## src/rtl/communication_receive_pkg.sv

```systemverilog
// ============================================================================
//  Module      : communication_receive_pkg
//  Description : Shared definitions for the serial link receiver: receiver
//                state encoding, frame geometry, line idle level and the
//                parity function also used by the transmitter side.
//  Revision    : 1.0 - initial release
// ============================================================================
`default_nettype none

package communication_receive_pkg;

   localparam int DATA_BITS = 8;

   // Level the sd line rests at between frames.
   localparam logic LINE_IDLE = 1'b1;

   // Receiver state encoding
   localparam logic [2:0] S_IDLE   = 3'd0;
   localparam logic [2:0] S_START  = 3'd1;
   localparam logic [2:0] S_DATA   = 3'd2;
   localparam logic [2:0] S_PARITY = 3'd3;
   localparam logic [2:0] S_STOP   = 3'd4;
   localparam logic [2:0] S_BREAK  = 3'd5;

   // Parity bit the transmitter appends so that XOR(data, parity) == odd.
   function automatic logic parity_bit(input logic [DATA_BITS-1:0] i_d,
                                       input logic                 i_odd);
      return (^i_d) ^ i_odd;
   endfunction

endpackage

`default_nettype wire

```

## src/rtl/communication_receive_sync2.sv

```systemverilog
// ============================================================================
//  Module      : comm_sync2
//  Description : Two-flop synchronizer with a selectable reset level.
//  Ports       : i_clk   - destination clock
//                i_rst_n - asynchronous active-low reset
//                i_d     - asynchronous input
//                o_q     - synchronized output
//  Revision    : 1.0 - initial release
// ============================================================================
`default_nettype none

module comm_sync2 #(
   parameter logic RST_VAL = 1'b0
) (
   input  logic i_clk,
   input  logic i_rst_n,
   input  logic i_d,
   output logic o_q
);

   logic r_meta;
   logic r_sync;

   always_ff @(posedge i_clk or negedge i_rst_n) begin
      if (!i_rst_n) begin
         r_meta <= RST_VAL;
         r_sync <= RST_VAL;
      end else begin
         r_meta <= i_d;
         r_sync <= r_meta;
      end
   end

   assign o_q = r_sync;

endmodule

`default_nettype wire

```

## src/rtl/communication_receive.sv

```systemverilog
// ============================================================================
//  Module      : communication_receive
//  Description : Serial-frame receiver. Recovers start/8 data (LSB first)/
//                optional parity/stop frames on i_sd by mid-bit sampling,
//                checks parity and framing, and holds each byte with a sticky
//                valid flag until acknowledged on i_rd.
//  Ports       : i_clk1        - clock (rising edge)
//                i_rst_n       - asynchronous active-low reset
//                i_sd          - serial line, idles high
//                i_rec_en      - frame enable, 0 = line ignored
//                i_rd          - one-cycle acknowledge
//                o_data        - last received byte
//                o_data_valid  - byte not yet acknowledged
//                o_parity_err  - parity mismatch on o_data
//                o_frame_err   - stop bit was 0 on o_data
//                o_overrun     - unacknowledged byte was overwritten
//                o_busy        - receiver not idle
//  Revision    : 1.0 - initial release
// ============================================================================
`default_nettype none

module communication_receive
   import communication_receive_pkg::*;
#(
   parameter int CLKS_PER_BIT = 4,
   parameter int PARITY_EN    = 1,
   parameter int PARITY_ODD   = 0
) (
   input  logic                 i_clk1,
   input  logic                 i_rst_n,
   input  logic                 i_sd,
   input  logic                 i_rec_en,
   input  logic                 i_rd,
   output logic [DATA_BITS-1:0] o_data,
   output logic                 o_data_valid,
   output logic                 o_parity_err,
   output logic                 o_frame_err,
   output logic                 o_overrun,
   output logic                 o_busy
);

   localparam logic [7:0] C_CPB  = 8'(CLKS_PER_BIT);
   localparam logic [7:0] C_HALF = 8'(CLKS_PER_BIT / 2);
   localparam logic       C_ODD  = (PARITY_ODD != 0);

   logic                 w_sd_s;
   logic                 w_en_s;
   logic                 w_tick;
   logic                 w_stop_sample;

   logic [2:0]           r_state;
   logic [7:0]           r_cnt;
   logic [3:0]           r_bitcnt;
   logic [DATA_BITS-1:0] r_shift;
   logic                 r_par_err;

   logic [DATA_BITS-1:0] r_data;
   logic                 r_valid;
   logic                 r_perr;
   logic                 r_ferr;
   logic                 r_overrun;

   comm_sync2 #(.RST_VAL(LINE_IDLE)) u_sync_sd (
      .i_clk   (i_clk1),
      .i_rst_n (i_rst_n),
      .i_d     (i_sd),
      .o_q     (w_sd_s)
   );

   comm_sync2 #(.RST_VAL(1'b0)) u_sync_en (
      .i_clk   (i_clk1),
      .i_rst_n (i_rst_n),
      .i_d     (i_rec_en),
      .o_q     (w_en_s)
   );

   // The sample counter restarts at 1 on every sample edge so that the
   // next sample lands exactly CLKS_PER_BIT edges later.
   assign w_tick        = (r_cnt == C_CPB);
   assign w_stop_sample = (r_state == S_STOP) && w_en_s && w_tick;

   always_ff @(posedge i_clk1 or negedge i_rst_n) begin
      if (!i_rst_n) begin
         r_state   <= S_IDLE;
         r_cnt     <= 8'd0;
         r_bitcnt  <= 4'd0;
         r_shift   <= '0;
         r_par_err <= 1'b0;
      end else begin
         case (r_state)
            S_IDLE: begin
               r_cnt     <= 8'd1;
               r_bitcnt  <= 4'd0;
               r_par_err <= 1'b0;
               if (w_en_s && (w_sd_s == 1'b0)) begin
                  // With HALF = 0 the detection edge is the start sample.
                  if (C_HALF == 8'd0)
                     r_state <= S_DATA;
                  else
                     r_state <= S_START;
               end
            end

            S_START: begin
               if (!w_en_s) begin
                  r_state <= S_IDLE;
               end else if (r_cnt == C_HALF) begin
                  r_cnt   <= 8'd1;
                  r_state <= w_sd_s ? S_IDLE : S_DATA;
               end else begin
                  r_cnt <= r_cnt + 8'd1;
               end
            end

            S_DATA: begin
               if (!w_en_s) begin
                  r_state <= S_IDLE;
               end else if (w_tick) begin
                  r_cnt    <= 8'd1;
                  r_shift  <= {w_sd_s, r_shift[DATA_BITS-1:1]};
                  r_bitcnt <= r_bitcnt + 4'd1;
                  if (r_bitcnt == 4'(DATA_BITS - 1))
                     r_state <= (PARITY_EN != 0) ? S_PARITY : S_STOP;
               end else begin
                  r_cnt <= r_cnt + 8'd1;
               end
            end

            S_PARITY: begin
               if (!w_en_s) begin
                  r_state <= S_IDLE;
               end else if (w_tick) begin
                  r_cnt     <= 8'd1;
                  r_par_err <= (w_sd_s != parity_bit(r_shift, C_ODD));
                  r_state   <= S_STOP;
               end else begin
                  r_cnt <= r_cnt + 8'd1;
               end
            end

            S_STOP: begin
               if (!w_en_s) begin
                  r_state <= S_IDLE;
               end else if (w_tick) begin
                  r_cnt   <= 8'd1;
                  // A low stop bit means the line may be held in break;
                  // wait for it to return high before re-arming.
                  r_state <= w_sd_s ? S_IDLE : S_BREAK;
               end else begin
                  r_cnt <= r_cnt + 8'd1;
               end
            end

            S_BREAK: begin
               if (w_sd_s)
                  r_state <= S_IDLE;
            end

            default: r_state <= S_IDLE;
         endcase
      end
   end

   // Holding register and handshake flags.
   always_ff @(posedge i_clk1 or negedge i_rst_n) begin
      if (!i_rst_n) begin
         r_data    <= '0;
         r_valid   <= 1'b0;
         r_perr    <= 1'b0;
         r_ferr    <= 1'b0;
         r_overrun <= 1'b0;
      end else if (w_stop_sample) begin
         r_data  <= r_shift;
         r_perr  <= r_par_err;
         r_ferr  <= ~w_sd_s;
         r_valid <= 1'b1;
         // An ack arriving with the new byte consumes the old one.
         if (i_rd)
            r_overrun <= 1'b0;
         else if (r_valid)
            r_overrun <= 1'b1;
      end else if (i_rd) begin
         r_valid   <= 1'b0;
         r_overrun <= 1'b0;
      end
   end

   assign o_data       = r_data;
   assign o_data_valid = r_valid;
   assign o_parity_err = r_perr;
   assign o_frame_err  = r_ferr;
   assign o_overrun    = r_overrun;
   assign o_busy       = (r_state != S_IDLE);

endmodule

`default_nettype wire

```

## config.mk

```make
export PLATFORM = sky130hd
export DESIGN_NAME = communication_receive
export DESIGN_NICKNAME = d
export VERILOG_FILES = /design/src/rtl/communication_receive_pkg.sv /design/src/rtl/communication_receive_sync2.sv /design/src/rtl/communication_receive.sv
export SDC_FILE = /design/constraint.sdc
export NUM_CORES = 1
export LEC_CHECK = 0
export CAP_MARGIN = 20
export CORE_MARGIN = 2
export CORE_UTILIZATION = 45
export CTS_CLUSTER_DIAMETER = 150
export DETAILED_ROUTE_END_ITERATION = 8
export GPL_ROUTABILITY_DRIVEN = 0
export HOLD_SLACK_MARGIN = 0.03
export PLACE_DENSITY = 0.79
export SYNTH_ARGS = -nofsm -noshare
export SYNTH_HDL_FRONTEND = slang
export SYNTH_SLANG_ARGS = --single-unit
```

## constraint.sdc

```tcl
create_clock -name i_clk1 -period 1.8 [get_ports i_clk1]
set_clock_uncertainty 0.05 [all_clocks]
set_input_delay 0.36 -clock i_clk1 [delete_from_list [all_inputs] [get_ports i_clk1]]
set_output_delay 0.36 -clock i_clk1 [all_outputs]
set_load 0.01 [all_outputs]
```

* Word-level counts from Yosys, hierarchy flattened
Index checks and enable logic that the tools add are counted.
** Operators by class
- Add/subtract/negate cells :: 2
- Equal/unequal tests :: 22
- Mux-type cells :: 30
- Bitwise operators :: 1
- Reductions and logical operators :: 18
** Operators by type and width (count)
- two-way mux 3 bit :: 12
- two-way mux 8 bit :: 4
- case mux 8 bit (3 select lines) :: 1
- case mux 3 bit (6 select lines) :: 1
- != test 3 bit, second input constant :: 5
- AND reduction 3 bit :: 4
- != test 2 x 1 -> 1 bit, second input constant :: 5
- adder 8 x 1 -> 8 bit, second input constant :: 1
- equality test 8 x 2 -> 1 bit, second input constant :: 1
- equality test 8 x 3 -> 1 bit, second input constant :: 1
- two-way mux 4 bit :: 2
- case mux 4 bit (2 select lines) :: 1
- nonzero test 2 bit :: 4
- XOR reduction 8 bit :: 1
- two-way mux 1 bit :: 7
- AND reduction 7 bit :: 1
- equality test 3 x 2 -> 1 bit, second input constant :: 2
- equality test 3 bit, second input constant :: 2
- != test 2 bit, second input constant :: 3
- nonzero test 3 bit :: 2
- adder 4 x 1 -> 4 bit, second input constant :: 1
- equality test 4 x 3 -> 1 bit, second input constant :: 1
- equality test 3 x 1 -> 1 bit, second input constant :: 1
- logical AND 1 bit :: 3
- other kinds (7) :: 7
** Word-level totals
- Flip-flop bits (word level) :: 40
- Input bits :: 5
- Output and inout bits :: 13
- Word-level logic and storage cells :: 87

* Logic depth before layout (Yosys ltp)
Gate-level depths: netlist of the first run.
- Depth in word-level cells :: 5
- Gate-level depth with buffers :: 8
- Depth with buffers taken out :: 7

* By module
Synthesis of the first run repeated with hierarchy kept, for this count alone.
** Unflattened totals
- Cells, all modules :: 205
- Area, all modules :: 2035.7 µm²
** By module, submodules not included
- communication_receive :: times used 1, cells each 201, area an instance 1933.1 µm², sequential area each 900.9 µm²
- comm_sync2 (u_sync_sd) :: times used 1, cells each 2, area an instance 52.6 µm², sequential area each 52.6 µm²
- comm_sync2 (u_sync_en) :: times used 1, cells each 2, area an instance 50.0 µm², sequential area each 50.0 µm²

* Worst setup path before layout of the first run
No wires, ideal clock.
- Kind :: register -> register
- Start :: register r_cnt[4]
- End :: register r_cnt[2]
- Library setup time :: 121 ps
- Data arrival time :: 1649 ps
- Required time :: 1629 ps
- Slack :: -20 ps
- Cell stages (with the launch flop) :: 7
- Path buffers :: 1
- Clock period less this slack :: 1820 ps
- Path through :: dfrtp_1 > or4_1 > nor2_2 > o32ai_2 > and2_4 > buf_6 > a22o_1
** Between the ends
- Cells in the longest elaborated chain, start to end :: 4
- Elaborated cells between the ends (all ways) :: 7
- Classes of those cells :: eq/ne (2); mux (5)
** RTL lines
- start: declaration :: line communication_receive.sv:52 : logic [7:0] r_cnt;
- start signal: assignment :: line communication_receive.sv:111 : r_cnt <= r_cnt + 8'd1;
- start signal: assignment :: line communication_receive.sv:125 : r_cnt <= r_cnt + 8'd1;
- start signal: assignment :: line communication_receive.sv:137 : r_cnt <= r_cnt + 8'd1;
- equality test 8 x 3 -> 1 bit or equality test 8 x 2 -> 1 bit (tied branches) :: line communication_receive.sv:79, communication_receive.sv:107
- two-way mux 8 bit (on tied branches)
- two-way mux 8 bit (on tied branches) :: line communication_receive.sv:142, communication_receive.sv:105
- case mux 8 bit (3 select lines) * :: line communication_receive.sv:90 : case (r_state)
Mark *: on every way between the ends. The rest lies on a longest branch, timed or not. The select of a mux whose other input is x is not followed.
A chain may end at the register's enable or synchronous reset.

* Worst setup path in the final report of the first run
- Start :: register r_cnt[1]
- End :: register r_data[5], in the netlist o_data[5]
** Between the ends
- Cells in the longest elaborated chain, start to end :: 2
** RTL lines
- equality test 8 x 3 -> 1 bit :: line communication_receive.sv:79 : assign w_tick = (r_cnt == C_CPB);
- logical AND 1 bit :: line communication_receive.sv:80 : assign w_stop_sample = (r_state == S_STOP) && w_en_s && w_tick;
- end signal: assignment :: line communication_receive.sv:173 : r_data <= r_shift;
- end: declaration :: line communication_receive.sv:57 : logic [DATA_BITS-1:0] r_data;
No other way between the ends.

==> results of run 1 <==
what timing repair did:
action	4_1_cts	5_1_grt
cloned	0	1
hold endpoints to repair	0	0
pin swaps	8	15
endpoints found under the setup margin	15	29
buffers inserted	5	4
resized for setup	4	16
registers in the layout, indices dropped and copies added (netlist names):
signal	cells
r_state	3
o_frame_err	1
u_sync_sd.r_meta	1
o_data_valid	1
r_shift	8
u_sync_en.o_q	1
r_bitcnt	4
u_sync_sd.o_q	1
o_overrun	1
o_data	8
u_sync_en.r_meta	1
o_parity_err	1
r_cnt	8
r_par_err	1
kinds of logic (layout without fill, tap and decap cells):
kind of cell	after synthesis	count (layout)	synth area share
DFF	40	40	0.516
AOI/OAI and AO/OA	44	44	0.141
adders and majority gates	5	5	0.0309
and+or+nand+nor	48	48	0.140
muxes	16	16	0.0927
buffers and inverters	16	65	0.0380
xor gates and xnor gates	9	9	0.0406
metrics by stage:
step | hold slack (ns) | util | TNS [ns]
detailed placement | 0.293 | 0.562 | -0.152
global placement | 0.286 | 0.562 | 0
floorplan | 0.0144 | - | -0.0677
CTS | 0.0457 | 0.603 | -0.0207
finish | 0.0206 | 0.626 | -0.296
global route | 0.0727 | 0.626 | -1.94
power by group through the flow:
stage	registers [mW]	logic (mW)	clock network, mW
global route	0.960	0.712	0.803
finish	0.956	0.654	0.742
floorplan	0.967	0.337	0
global placement	0.976	0.519	0
CTS	0.954	0.577	0.757
detailed placement	0.977	0.528	0
cells in the mapped netlist (all sizes together) (2+ instances only):
cell type	count
a21oi	10
a22o	5
and3	4
buf	6
dfrtp	38
dfstp	2
ha	4
inv	10
mux2	16
nand2	9
nand3	3
nand4	4
nor2	13
nor2b	5
o21ai	18
o22ai	3
o31ai	2
xnor2	8
cell type report:
class,count,share of cell area
clock buffer,5,0.0269
multi-input combinational,122,0.364
clock inverter,3,0.0181
timing repair buffer,47,0.160
tap,50,0.0244
sequential,40,0.392
inverter,10,0.0147
worst max-delay path, stage by stage, from the launching register on:
cell,delay (ns)
dfrtp_1,0.41
inv_1,0.07
ha_2,0.18
and4bb_2,0.26
buf_4,0.13
nand4_1,0.15
buf_12,0.20
mux2_2,0.27
path summary, 6_finish.rpt:
path | endpoint | slack [ns]
setup / recovery | o_data[5] | -0.04
hold / removal | r_cnt[3] | 0.02
setup reg to reg | o_data[5] | -0.04
hold reg to reg | u_sync_en.o_q | 0.31
max in group asynchronous | o_data[5] | 1.14
min in group i_clk1 | u_sync_en.o_q | 0.31
layer usage:
metal / GRT usage / up-vias
li1: - / 732
met1: 0.218 / 743
met2: 0.275 / 51
met3: 0.0334 / 13
met4: 0.0769 / 0
met5: 0 / -
==> qor.csv, run 1 <==
metric,value,unit
CP arrival,1.97,ns
area taken by multi-input logic gates,931,um^2
largest net degree at the start of global routing,30,
min-delay worst type,input pin to async pin,
FF+latch area,1000,um^2
post-route cell area,2560,um^2
row count,23,
Post-synth EDFFs,0,
post-synth top area share,0.489,
Unique masters post-synth,39,
# hold bufs at CTS,0,
"worst slack, placed",-0.0443,ns
CP startpoint,r_cnt[1],
total track usage,0.169,
DIE AREA,4860,um^2
Top Metal Used,met4,
Max Clk Rate,544,MHz
"Reg clk slew, reported paths",0.08,ns
Seq pwr share,0.407,
synthesis-stage register bit count,40,
PD cells,919,nW/um^2
CP endpoint kind,flip-flop,
fin crit period,1.84,ns
post-synthesis sequential area ratio,0.516,
failing checks,negative setup slack,
Post-DP Area,2300,um^2
routed wire length,4050,um
final setup fails,9,
CTS Sinks,40,
DRC,0,
reg2reg start,r_cnt[1],
Non-Filler Instances,277,
via count,1539,
syn nets,187,
Post-Syn Area per Cell,10.9,um^2
diode count,0,
Final period util,1.02,
Core ar.,4090,um^2
internal power,1.66,mW
Syn. warnings,0,
Rel. slew slack,0.588,
met3 WL,186,um
Worst Setup Start Kind,flip-flop,
Overflow after GRT,0,
most frequent cells in the layout,"37 x dfrtp_1, 27 x buf_4, 16 x mux2_2",
Main synth FF type,dfrtp_1,
H-tree depth,2,
Post-DRT Antenna Nets,0,
Longest Clk Path Bufs,2,
"Power, Total",2.35,mW
synthesized instance count,178,
First DRT Iteration DRCs,197,
async set-reset flop share out of synthesis,1.00,
initial antenna violation count,0,
# placed instances,259,
Starting Density,0.476,
first-pass GRT wire length,6560,um
switching pwr,697,uW
Clk network pwr share,0.315,
number of global-route vias before repair,1480,
Die Ht,69.7,um
WL met2,2010,um
TritonCTS clock tree,yes,
CTS Buf Count,5,
area growth from synthesis to layout,31.7,%
# fillers,314,
final hold violation count,0,
"area leader, netlist",dfrtp_1,
R2R depth,7,
Synth Cell Area,1940,um^2
share of cells above drive strength 1,0.326,
wire length on met1,1760,um
DR WL/cell,14.6,um
hpwl dp,2650,um
sw frac,0.296,
die span in x,69.7,um
drt via density,5.56,
Leakage,1.20,nW
"commonest non-fill, non-tap cell in the layout",dfrtp_1,
1st-pass router iterations,4,
Slew @ Worst Pin,0.618,ns
unrepaired setup endpoints after global routing,true,
CP max FO,13,
Setup Crit Path Kind,flip-flop to flip-flop,
Final Net Count,235,
VDD IR max,0.648,mV
fin. max-slew vios,0,
IO Count,18,
port buffer count,17,
Max Cap Viol,0,
status,"finished, violations left",
Comb pwr share,0.278,
WP data required,1.93,ns
Final Worst Setup Slack,-0.0389,ns
Root Driver,clkbuf_8,
insertion delay to the later sink of the worst-skew pair,0.30,ns
Synth area leaders,"dfrtp_1 49%, mux2_2 9.3%, o21ai_0 3.9%",
No activity file was read; power rests on OpenSTA's default activity.
==> run 2: changes to the inputs <==
--- a/config.mk
+++ b/config.mk
@@ -5,7 +5,6 @@
 export SDC_FILE = /design/constraint.sdc
 export NUM_CORES = 1
 export LEC_CHECK = 0
-export CAP_MARGIN = 20
 export CORE_MARGIN = 2
 export CORE_UTILIZATION = 45
 export CTS_CLUSTER_DIAMETER = 150
==> constraint.sdc (replaced) <==
create_clock -name i_clk1 -period 1.5 [get_ports i_clk1]
set_clock_uncertainty 0.05 [all_clocks]
set_input_delay 0.3 -clock i_clk1 [delete_from_list [all_inputs] [get_ports i_clk1]]
set_output_delay 0.3 -clock i_clk1 [all_outputs]
set_load 0.01 [all_outputs]
==> run 2 against run 1 <==
Against the previous run:
- the flow still finishes with violations (negative setup slack)
- utilization is 3.0 points higher
- flip-flop and latch count stayed put
- design area is 4.7% higher
- power is 26% higher
- via count is 1.4% higher
- die area stayed put
- register-to-register slack worse by 0.28 ns
- maximum frequency is 0.88% higher
- global-route usage is 0.95 points higher
- combinational power is 42% higher
- sequential power is 21% higher
- critical path type unchanged
- largest cell class unchanged
- highest routed layer unchanged
==> qor.csv, run 2 (synthesis results as in run 1) <==
metric,value,unit
CP arrival,1.95,ns
PD cells,1110,nW/um^2
FF+latch area,1010,um^2
Post-DRT Antenna Nets,0,
fin crit period,1.82,ns
CP top delay family,buffers and inverters,
Final Worst Setup Slack,-0.323,ns
Final period util,1.22,
CP cell instances,buf_4 > nor4b_4 > buf_4 > nand4_1 > buf_12 > mux2_2,
Worst Min Path Start,u_sync_sd.r_meta,
Core ar.,4090,um^2
1st-pass router iterations,4,
Setup Crit Path Kind,flip-flop to flip-flop,
TritonCTS clock tree,yes,
DR WL/cell,15.0,um
Max Cap Viol,0,
DIE AREA,4860,um^2
drt via density,5.48,
routed wire length,4290,um
"Reg clk slew, reported paths",0.08,ns
final setup fails,36,
crit path max-delay cell type,dfrtp_1,
WHS Path Cells,0,
"commonest non-fill, non-tap cell in the layout",dfrtp_1,
port buffer count,17,
CTS Buf Count,5,
post-layout util,0.656,
die span in x,69.7,um
min-delay worst type,flip-flop to flip-flop,
share of cells above drive strength 1,0.391,
unrepaired setup endpoints after global routing,true,
Longest Clk Path Bufs,2,
"Power, Total",2.98,mW
Overflow after GRT,0,
Die Ht,69.7,um
fin. max-slew vios,0,
diode count,0,
area growth from synthesis to layout,38.0,%
Worst R2R End,o_data[0],
CP endpoint kind,flip-flop,
via count,1561,
CTS Sinks,40,
Worst Setup Start Kind,flip-flop,
status,"finished, violations left",
Crit path top cell by count,buf_4,
row count,23,
area taken by multi-input logic gates,978,um^2
largest net degree at the start of global routing,27,
WP data required,1.62,ns
DRC,0,
# fillers,298,
Starting Density,0.476,
Slew @ Worst Pin,0.356,ns
CP max FO,13,
first-pass GRT wire length,6960,um
hpwl dp,2840,um
H-tree depth,2,
reg2reg start,r_cnt[6],
IO Count,18,
WHS Endpoint,u_sync_sd.o_q,
Leakage,1.32,nW
number of global-route vias before repair,1536,
R2R depth,6,
initial antenna violation count,0,
total track usage,0.178,
Crit path buffers/inverters,3,
VDD IR max,1.00,mV
Rel. slew slack,0.763,
most frequent cells in the layout,"36 x dfrtp_1, 29 x buf_4, 16 x mux2_2",
critical path's largest stage delay,0.40,ns
First DRT Iteration DRCs,84,
Final Net Count,243,
final hold violation count,0,
insertion delay to the later sink of the worst-skew pair,0.29,ns
Max Clk Rate,549,MHz
Root Driver,clkbuf_8,
R2R setup slack,-0.32,ns
failing checks,negative setup slack,
[run 2: cell type report]
class                      count  share of cell area
tap                           50              0.0233
timing repair buffer          55               0.179
sequential                    40               0.375
clock inverter                 3              0.0177
multi-input combinational    122               0.365
inverter                      10              0.0140
clock buffer                   5              0.0257
[run 2: repair_timing]
action / in CTS / in global routing
endpoints found under the setup margin: 48 / 37
resized for setup: 30 / 22
setup buffers: 5 / 4
endpoints found under the hold margin: 14 / 0
pin swaps: 12 / 18
hold buffers: 1 / 0
[run 2: how the worst max path moves through the flow]
stage	to	depth (start not counted)	startpoint
6_report	o_data[0]	6	r_cnt[6]
5_1_grt	r_bitcnt[3]	5	r_cnt[6]
4_1_cts	r_state[1]	6	r_cnt[7]
3_5_place_dp	r_cnt[3]	5	r_cnt[5]
3_3_place_gp	r_cnt[3]	5	r_cnt[5]
2_1_floorplan	r_cnt[4]	6	r_cnt[5]
[run 2: metal layers]
| metal | global-route usage | routed length [um] |
|---|---|---|
| met2 | 0.302 | 2150 |
| met5 | 0 | 0 |
| met1 | 0.226 | 1910 |
| met4 | 0.0598 | 61 |
| met3 | 0.0392 | 167 |
[run 2: metrics by stage]
step           setup WS (ns)  instances  hold WS (ns)  TNS, ns  cell area (um^2)
2_1_floorplan         -0.300        178       -0.0456    -5.01              1960
3_3_place_gp          -0.291        268         0.182    -6.03              2380
3_5_place_dp          -0.333        268         0.184    -7.19              2380
4_1_cts               -0.283        282         0.310    -7.58              2580
5_1_grt               -0.404        285         0.313   -11.74              2680
6_report              -0.323        285         0.307    -9.54              2680
[run 2: report_power, final]
group | internal [mW] | total, mW | leakage [nW] | switching, mW
Clock | 0.501 | 0.885 | 0.0583 | 0.385
Sequential | 1.12 | 1.16 | 0.539 | 0.0422
Combinational | 0.463 | 0.931 | 0.719 | 0.468
